--- src/rtl/mant_normalizer.sv ---
// FP32 adder back end: sums the aligned mantissas, normalizes, rounds to nearest-even and packs the result.
// Optional macro FAST_NORM_EN selects a one-cycle leading-zero normalize in place of the iterative NORM_STEP shifter.
module mant_normalizer #(
    parameter int NORM_STEP = 1
) (
    input  logic        clk,
    input  logic        rst,
    input  logic        in_valid,
    output logic        in_ready,
    input  logic [49:0] op_1_f_pr,
    input  logic [49:0] op_2_f_pr,
    input  logic        res_sig,
    input  logic [7:0]  exp_base,
    output logic        out_valid,
    input  logic        out_ready,
    output logic [31:0] res,
    output logic        ovf
);
    typedef enum logic [2:0] {IDLE, ADD, NORM, ROUND, DONE} state_t;

    state_t      state_reg, state_next;
    logic [49:0] op1_reg, op2_reg;
    logic        sig_reg;
    logic [7:0]  eb_reg;
    logic [47:0] sum_reg;
    logic [8:0]  exp_reg;
    logic        sign_reg;
    logic [31:0] res_reg;
    logic        ovf_reg;

    logic [49:0] add_raw, add_mag;
    logic        add_neg, add_zero;
    logic [8:0]  lz, room, amt, exp_shift;
    logic [47:0] sum_shift;
    logic        norm_done;
    logic        rnd_inc, rnd_hidden, rnd_ovf;
    logic [24:0] rnd_sig;
    logic [8:0]  rnd_exp;

    // Magnitude of the two's complement sum; the sign flip is folded into sign_reg.
    always_comb begin
        add_raw  = op1_reg + op2_reg;
        add_neg  = add_raw[49];
        add_mag  = add_neg ? (~add_raw + 50'd1) : add_raw;
        add_zero = (add_mag == 50'd0);
    end

    always_comb begin
        lz = 9'd48;
        for (int i = 0; i < 48; i++) begin
            if (sum_reg[i]) lz = 9'(47 - i);
        end
        norm_done = sum_reg[47] || (exp_reg <= 9'd1);
        room      = (exp_reg > 9'd1) ? (exp_reg - 9'd1) : 9'd0;
        amt       = (lz < room) ? lz : room;
`ifndef FAST_NORM_EN
        if (amt > 9'(NORM_STEP)) amt = 9'(NORM_STEP);
`endif
        sum_shift = sum_reg << amt;
        exp_shift = exp_reg - amt;
    end

    // A carry out of the 24-bit significand either bumps a normal exponent or promotes a denormal to exp 1.
    always_comb begin
        rnd_inc    = sum_reg[23] && ((|sum_reg[22:0]) || sum_reg[24]);
        rnd_sig    = {1'b0, sum_reg[47:24]} + {24'd0, rnd_inc};
        rnd_hidden = rnd_sig[24] || rnd_sig[23];
        rnd_exp    = exp_reg + {8'd0, rnd_sig[24]};
        rnd_ovf    = rnd_hidden && (rnd_exp >= 9'd255);
    end

    always_ff @(posedge clk or posedge rst) begin
        if (rst) state_reg <= IDLE;
        else     state_reg <= state_next;
    end

    always_comb begin
        state_next = state_reg;
        case (state_reg)
            IDLE:  if (in_valid) state_next = ADD;
            ADD:   state_next = add_zero ? DONE : NORM;
`ifdef FAST_NORM_EN
            NORM:  state_next = ROUND;
`else
            NORM:  if (norm_done) state_next = ROUND;
`endif
            ROUND: state_next = DONE;
            DONE:  if (out_ready) state_next = IDLE;
            default: state_next = IDLE;
        endcase
    end

    always_comb begin
        in_ready  = (state_reg == IDLE);
        out_valid = (state_reg == DONE);
        res       = res_reg;
        ovf       = ovf_reg;
    end

    always_ff @(posedge clk or posedge rst) begin
        if (rst) begin
            op1_reg  <= '0;
            op2_reg  <= '0;
            sig_reg  <= 1'b0;
            eb_reg   <= '0;
            sum_reg  <= '0;
            exp_reg  <= '0;
            sign_reg <= 1'b0;
            res_reg  <= '0;
            ovf_reg  <= 1'b0;
        end else begin
            case (state_reg)
                IDLE: begin
                    if (in_valid) begin
                        op1_reg <= op_1_f_pr;
                        op2_reg <= op_2_f_pr;
                        sig_reg <= res_sig;
                        eb_reg  <= exp_base;
                    end
                end
                ADD: begin
                    // Bit 0 stays sticky when the carry bit is shifted back into the hidden position.
                    sum_reg  <= add_mag[48] ? {add_mag[48:2], add_mag[1] | add_mag[0]} : add_mag[47:0];
                    exp_reg  <= {1'b0, eb_reg} + {8'd0, add_mag[48]};
                    sign_reg <= sig_reg ^ add_neg;
                    if (add_zero) begin
                        res_reg <= 32'h0000_0000;
                        ovf_reg <= 1'b0;
                    end
                end
                NORM: begin
                    sum_reg <= sum_shift;
                    exp_reg <= exp_shift;
                end
                ROUND: begin
                    if (rnd_ovf) begin
                        res_reg <= {sign_reg, 8'hFF, 23'h0};
                        ovf_reg <= 1'b1;
                    end else begin
                        res_reg <= {sign_reg, rnd_hidden ? rnd_exp[7:0] : 8'h00, rnd_sig[22:0]};
                        ovf_reg <= 1'b0;
                    end
                end
                default: ;
            endcase
        end
    end
endmodule

--- config.mk ---
export PLATFORM = sky130hd
export DESIGN_NAME = mant_normalizer
export DESIGN_NICKNAME = d
export VERILOG_FILES = /design/src/rtl/mant_normalizer.sv
export SDC_FILE = /design/constraint.sdc
export NUM_CORES = 1
export LEC_CHECK = 0
export ABC_CLOCK_PERIOD_IN_PS = 9750
export CAP_MARGIN = 20
export CORE_MARGIN = 2
export CORE_UTILIZATION = 60
export CTS_CLUSTER_DIAMETER = 150
export DETAILED_ROUTE_END_ITERATION = 10
export GPL_ROUTABILITY_DRIVEN = 0
export GPL_TIMING_DRIVEN = 0
export MAX_ROUTING_LAYER = met4
export PLACE_DENSITY = 0.83
export SYNTH_ARGS = -nofsm -noshare
export SYNTH_HDL_FRONTEND = slang
export SYNTH_SLANG_ARGS = --single-unit
--- constraint.sdc ---
create_clock -name clk -period 9.75 [get_ports clk]
set_input_delay 1.95 -clock clk [delete_from_list [all_inputs] [get_ports clk]]
set_output_delay 1.95 -clock clk [all_outputs]
set_load 0.02 [all_outputs]
==> metrics.txt, run 1 <==
CTS Sinks 203; Crit path required time 10.16 ns; hold slack 0.514 ns; commonest non-fill, non-tap cells in the layout 203 x dfrtp_1, 162 x nor2_1, 151 x nand2_1; outcome finished clean; num rows 60; Post-Route WL 45,300 µm; main combinational cell family by area after synthesis compound AO/OA/AOI/OAI gates; Slew Limit Fails 0; Layout Cells excl Fill 2,441; Synth Flop Type dfrtp_1; # port buffers 147; first-pass GRT wire length 74,200 µm; max-cap violations 0; Worst Path Class, Setup reg -> reg; CTS tree built; Clock transition at path regs 0.07 ns; CP Data Arrival Time 7.01 ns; mux cell area share after synthesis 10.0%; CTS buffer count 23; final setup TNS 0 ns; R2R Path End exp_reg[4]; ANT nets after route 0; Worst Hold Class reg -> reg; layout cells sized above 1 10.2%; DPL Wire Length 34,500 µm; register bit total from synthesis 203; Relative slew margins 37.9%; DIE WIDTH 170 µm; GRT Util Overall 32.0%; cts hold-fix bufs 0; FMAX 151 MHz; DRC violations left 0; via count 15,800; Inst Count DP 2,401; DR WL/cell 18.6 µm; DIE AREA 28,800 µm²; Ys Warns 0; Post-Synth XOR/XNOR Area 6.95%; Period Utilization, post-route 67.7%; RSZ-0062 raised after global routing false; NumNets Final 2,271; crit path to exp_reg[4]; clk_lat worst skew 0.54 ns; setup repair bufs after CTS 0; CP endpoint kind flip-flop; I/O Pins 148; Final Hold Fails 0; initial antenna violation count 0; Post-synth EDFFs 0; Cells after Synth 1,905; Antenna diodes 0; worst-path fanout max 10; reg2reg start op1_reg[0]; largest net degree at the start of global routing 133; Reg2Reg Setup Slack 3.15 ns; Worst-Margin Slew 0.932 ns; initial drt markers 1,316; adder-cell share of the synthesized area 5.63%; Simple-Gate Fraction of Synth Area 18.5%; area delta synth->final 16.5%; final global-route overflow total 0; worst clock skew 0.00979 ns; asr flop ratio synth 100%; Setup violations, final 0; Reg2Reg Depth 23; Startpoint Class flip-flop; Core ar. 27,000 µm²; post-cts repair resize count 0; syn_area_per_cell 8.65 µm²; die span in y 170 µm; Unique masters post-synth 103; area fraction in compound gates after synthesis 23.7%; H-tree levels 1; vias in the first global route 15,100; drt first pass iters 6; Mapped Area 16,500 µm²; most common cell after layout, fill and taps aside dfrtp_1; CP Launch Point op1_reg[0]; Initial Util 61.2%; Max clock buf depth 3; post-route minimum period 6.60 ns; Root Driver clkbuf_16; vias per cell 6.47; sequential share of the synthesized area 30.8%
## layout make-up
| class | count | area [µm²] |
|---|---|---|
| multi-input combinational | 1539 | 10700 |
| fill | 2073 | 7740 |
| sequential | 203 | 5080 |
| timing repair buffer | 148 | 1500 |
| clock buffer | 35 | 691 |
| buffer | 126 | 542 |
| tap | 341 | 427 |
| inverter | 44 | 173 |
| clock inverter | 5 | 71.3 |
## per-stage QoR
step                cell area [µm²]  utilization [%]  setup slack (ns)
finish                        19200             71.3              3.15
CTS                           19200             71.3              3.31
floorplan                     16500                -              2.26
global placement              18400             68.3            -0.142
global route                  19200             71.3              2.83
detailed placement            18400             68.4              3.34
## worst min path at each step
stage          slack, ns     endpoint  cells past startpoint        start
6_report            0.51   op2_reg[6]                      1   op2_reg[6]
5_1_grt             0.52  op2_reg[38]                      1  op2_reg[38]
4_1_cts             0.52   op2_reg[6]                      1   op2_reg[6]
3_5_place_dp        0.50   op2_reg[6]                      1   op2_reg[6]
3_3_place_gp        0.49   op2_reg[9]                      1   op2_reg[9]
2_1_floorplan       0.45     sign_reg                      2     sign_reg
## layer usage
layer  wire, µm  GRT usage, %  vias to the layer above  share of wire [%]
li1           -             -                     7435                  -
met1      18900          40.8                     7461                 42
met2      21300          52.0                      738                 47
met3       3190          3.80                      162                7.0
met4       1970          13.2                        0                4.4
met5          0             -                        -                  0
## cell families (layout without fill, tap and decap cells)
logic type               Yosys count  in the layout
adder cells (fa/ha/maj)           73             73
multiplexers                     151            151
buffers and inverters            170            358
XOR/XNOR                         130            130
other                              1              8
AND/OR/NAND/NOR                  599            599
AO/OA/AOI/OAI                    578            578
flip-flops                       203            203
## cells in the mapped netlist (6+ instances only)
cell type / count / area share (%)
and2_1: 18 / 0.68
inv_1: 41 / 0.93
a31oi_1: 27 / 1.0
or3_1: 9 / 0.34
buf_2: 16 / 0.49
a22o_1: 12 / 0.64
xnor2_1: 72 / 3.8
nand4_1: 17 / 0.65
o22ai_1: 44 / 1.7
xor2_1: 57 / 3.0
nand2b_1: 14 / 0.53
ha_1: 71 / 5.4
o21bai_1: 12 / 0.55
a211oi_1: 32 / 1.5
nand2_1: 151 / 3.4
a21boi_0: 8 / 0.36
dfrtp_1: 203 / 31
o31ai_1: 11 / 0.50
a31o_1: 34 / 1.8
nor2b_1: 15 / 0.57
a41oi_1: 12 / 0.64
o211ai_1: 21 / 0.96
o21ai_1: 17 / 0.52
clkbuf_1: 93 / 2.1
a21oi_1: 149 / 4.5
and4_1: 9 / 0.48
nor3b_1: 9 / 0.41
nor2_1: 162 / 3.7
and3_1: 32 / 1.2
or4_1: 13 / 0.59
buf_1: 9 / 0.20
a21o_1: 22 / 1.0
nand3_1: 38 / 1.2
nor4_1: 25 / 0.95
o21ai_0: 82 / 2.5
o21a_1: 18 / 0.82
nor3_1: 42 / 1.3
mux2i_1: 36 / 2.2
or2_1: 6 / 0.23
mux2_2: 115 / 7.9
## critical path, stage by stage, from the launching register on
cell      delay, ns
dfrtp_1        0.43
ha_1           0.33
fa_1           0.39
buf_2          0.18
a211oi_1       0.31
o21bai_1       0.25
a21boi_1       0.53
a211oi_1       0.18
xor2_1         0.25
a211oi_2       0.34
and4_1         0.22
buf_4          0.17
and4bb_2       0.35
a41oi_1        0.15
xnor2_1        0.24
clkbuf_1       0.41
clkinv_1       0.43
ha_1           0.34
ha_1           0.20
and3_1         0.22
xnor2_1        0.14
nor2_1         0.07
a211oi_1       0.27
a21oi_1        0.07
Power of run 1 is left out: the tool's default activity adds up to more than one toggle a clock period on the data nets, which glitch-free logic cannot reach.
==> inputs of run 2 (changes only) <==
- ABC_CLOCK_PERIOD_IN_PS: 9750 -> 6700
- clock period: 9.75 -> 6.7 ns (I/O delays scaled with it)
==> run 2 against run 1 <==
Effect of this change:
- setup slack got worse by 2.8 ns
- critical path depth fell by 4
- clock skew up 0.013 ns
- non-clock buffer count grew 4
- final area rose by 0.70%
- core utilization grew 0.50 points
- clock-buffer cell count decreased by 9
- fmax increased by 4.1%
- first-iteration DRC count grew 5.9%
- critical path type unchanged
- highest routed layer unchanged
==> metrics.txt, run 2 (synthesized netlist as in run 1, its figures left out) <==
outcome finished clean; final global-route overflow total 0; DPL Wire Length 34,900 µm; ANT nets after route 0; Inst Count DP 2,405; max-cap violations 0; DR WL/cell 18.7 µm; CTS buffer count 23; commonest non-fill, non-tap cells in the layout 203 x dfrtp_1, 162 x nor2_1, 151 x nand2_1; Antenna diodes 0; Core ar. 27,000 µm²; DIE AREA 28,800 µm²; via count 16,000; vias in the first global route 15,300; final setup TNS 0 ns; # port buffers 147; worst-path fanout max 10; Crit path required time 7.11 ns; most common cell after layout, fill and taps aside dfrtp_1; Setup violations, final 0; DIE WIDTH 170 µm; DRC violations left 0; Root Driver clkbuf_16; Clock transition at path regs 0.06 ns; GRT Util Overall 32.1%; CP cell instances ha_1 -> fa_1 -> inv_1 -> ha_1 -> and4b_1 -> a221o_1 -> nand2_1 -> or4_1 -> nor4_2 -> nand3_1 -> o21ai_1 -> xnor2_1 -> nor4bb_1 -> nand4_1 -> or4_1 -> or4_1 -> buf_6 -> buf_6 -> a31o_1; I/O Pins 148; Slew Limit Fails 0; worst clock skew 0.0229 ns; die span in y 170 µm; CP delay by family, top simple AND/OR/NAND/NOR gates; NumNets Final 2,275; clk_lat worst skew 0.54 ns; CP Data Arrival Time 6.75 ns; post-route minimum period 6.34 ns; CTS Sinks 203; Worst Path Class, Setup reg -> reg; first-pass GRT wire length 74,700 µm; slowest stage cell, crit path nor4_2; CTS tree built; initial antenna violation count 0; CP endpoint kind flip-flop; area delta synth->final 17.3%; largest net degree at the start of global routing 43; Post-Route WL 45,600 µm; layout cells sized above 1 10.9%; RSZ-0062 raised after global routing false; crit-path most repeated cell or4_1; vias per cell 6.56; Relative slew margins 38.3%; CP bufs+invs 3; num rows 60; Final Hold Fails 0; Worst-Margin Slew 0.925 ns; Layout Cells excl Fill 2,445; Max clock buf depth 3; Initial Util 61.2%; H-tree levels 1; FMAX 158 MHz; setup repair bufs after CTS 0; initial drt markers 1,394; drt first pass iters 6; CP peak stage delay 0.67 ns; Startpoint Class flip-flop; Period Utilization, post-route 94.7%; Worst Hold Class reg -> reg
-- run 2: changes by cell type in the layout (fill, tap and decap cells not counted), moves of 2 or more --
cell and change:
a21oi_2 +2, bufinv_16 +3, clkbuf_8 -4, clkinv_2 +5
buf_12 +5, clkinvlp_4 +2, a21oi_1 -2, clkbuf_1 -6
-- run 2: cell type report --
| type | instances | area, µm² |
|---|---|---|
| plain buffers | 126 | 543 |
| clock buffers | 26 | 617 |
| clock inverters | 14 | 186 |
| fillers | 2076 | 7610 |
| inverters | 44 | 173 |
| multi-input cells | 1539 | 10700 |
| flip-flops and latches | 203 | 5080 |
| well taps | 341 | 427 |
| repair buffers | 152 | 1570 |
-- run 2: path summary, 6_finish.rpt --
kind / slack (ns) / start / cells past startpoint / end
min reg2reg: 0.51 / op1_reg[43] / 1 / op1_reg[43]
max in group asynchronous: 4.57 / rst / 4 / op2_reg[44]
min: 0.51 / op1_reg[43] / 1 / op1_reg[43]
min in group asynchronous: 1.25 / rst / 2 / sum_reg[9]
max: 0.36 / op1_reg[0] / 19 / res[18]
max reg2reg: 0.36 / op1_reg[0] / 19 / res[18]
-- run 2: stage by stage --
stage                     instance area [µm²]  util, %  worst slack (ns)  hold slack [ns]
after CTS                               19300     71.7             0.271            0.518
after floorplan                         16500        -              1.35            0.451
after detailed placement                18500     68.7             0.287            0.503
after global placement                  18400     68.3             0.429            0.494
final                                   19300     71.8             0.357            0.514
after global routing                    19300     71.8            0.0272            0.524
-- run 2: layer usage --
metal  track usage, %  share of wire [%]  vias to the layer above
li1                 -                  -                     7458
met1             40.2                 41                     7600
met2             53.2                 48                      815
met3             4.08                7.8                      154
met4             12.4                3.9                        0
met5                -                  0                        -
-- run 2: repair_timing --
item | CTS | global route
hold buffers | 0 | 0
setup endpoints to repair | 0 | 35
gates resized for setup | 0 | 7
hold endpoints to repair | 0 | 0
Power of run 2 is left out for the same reason.
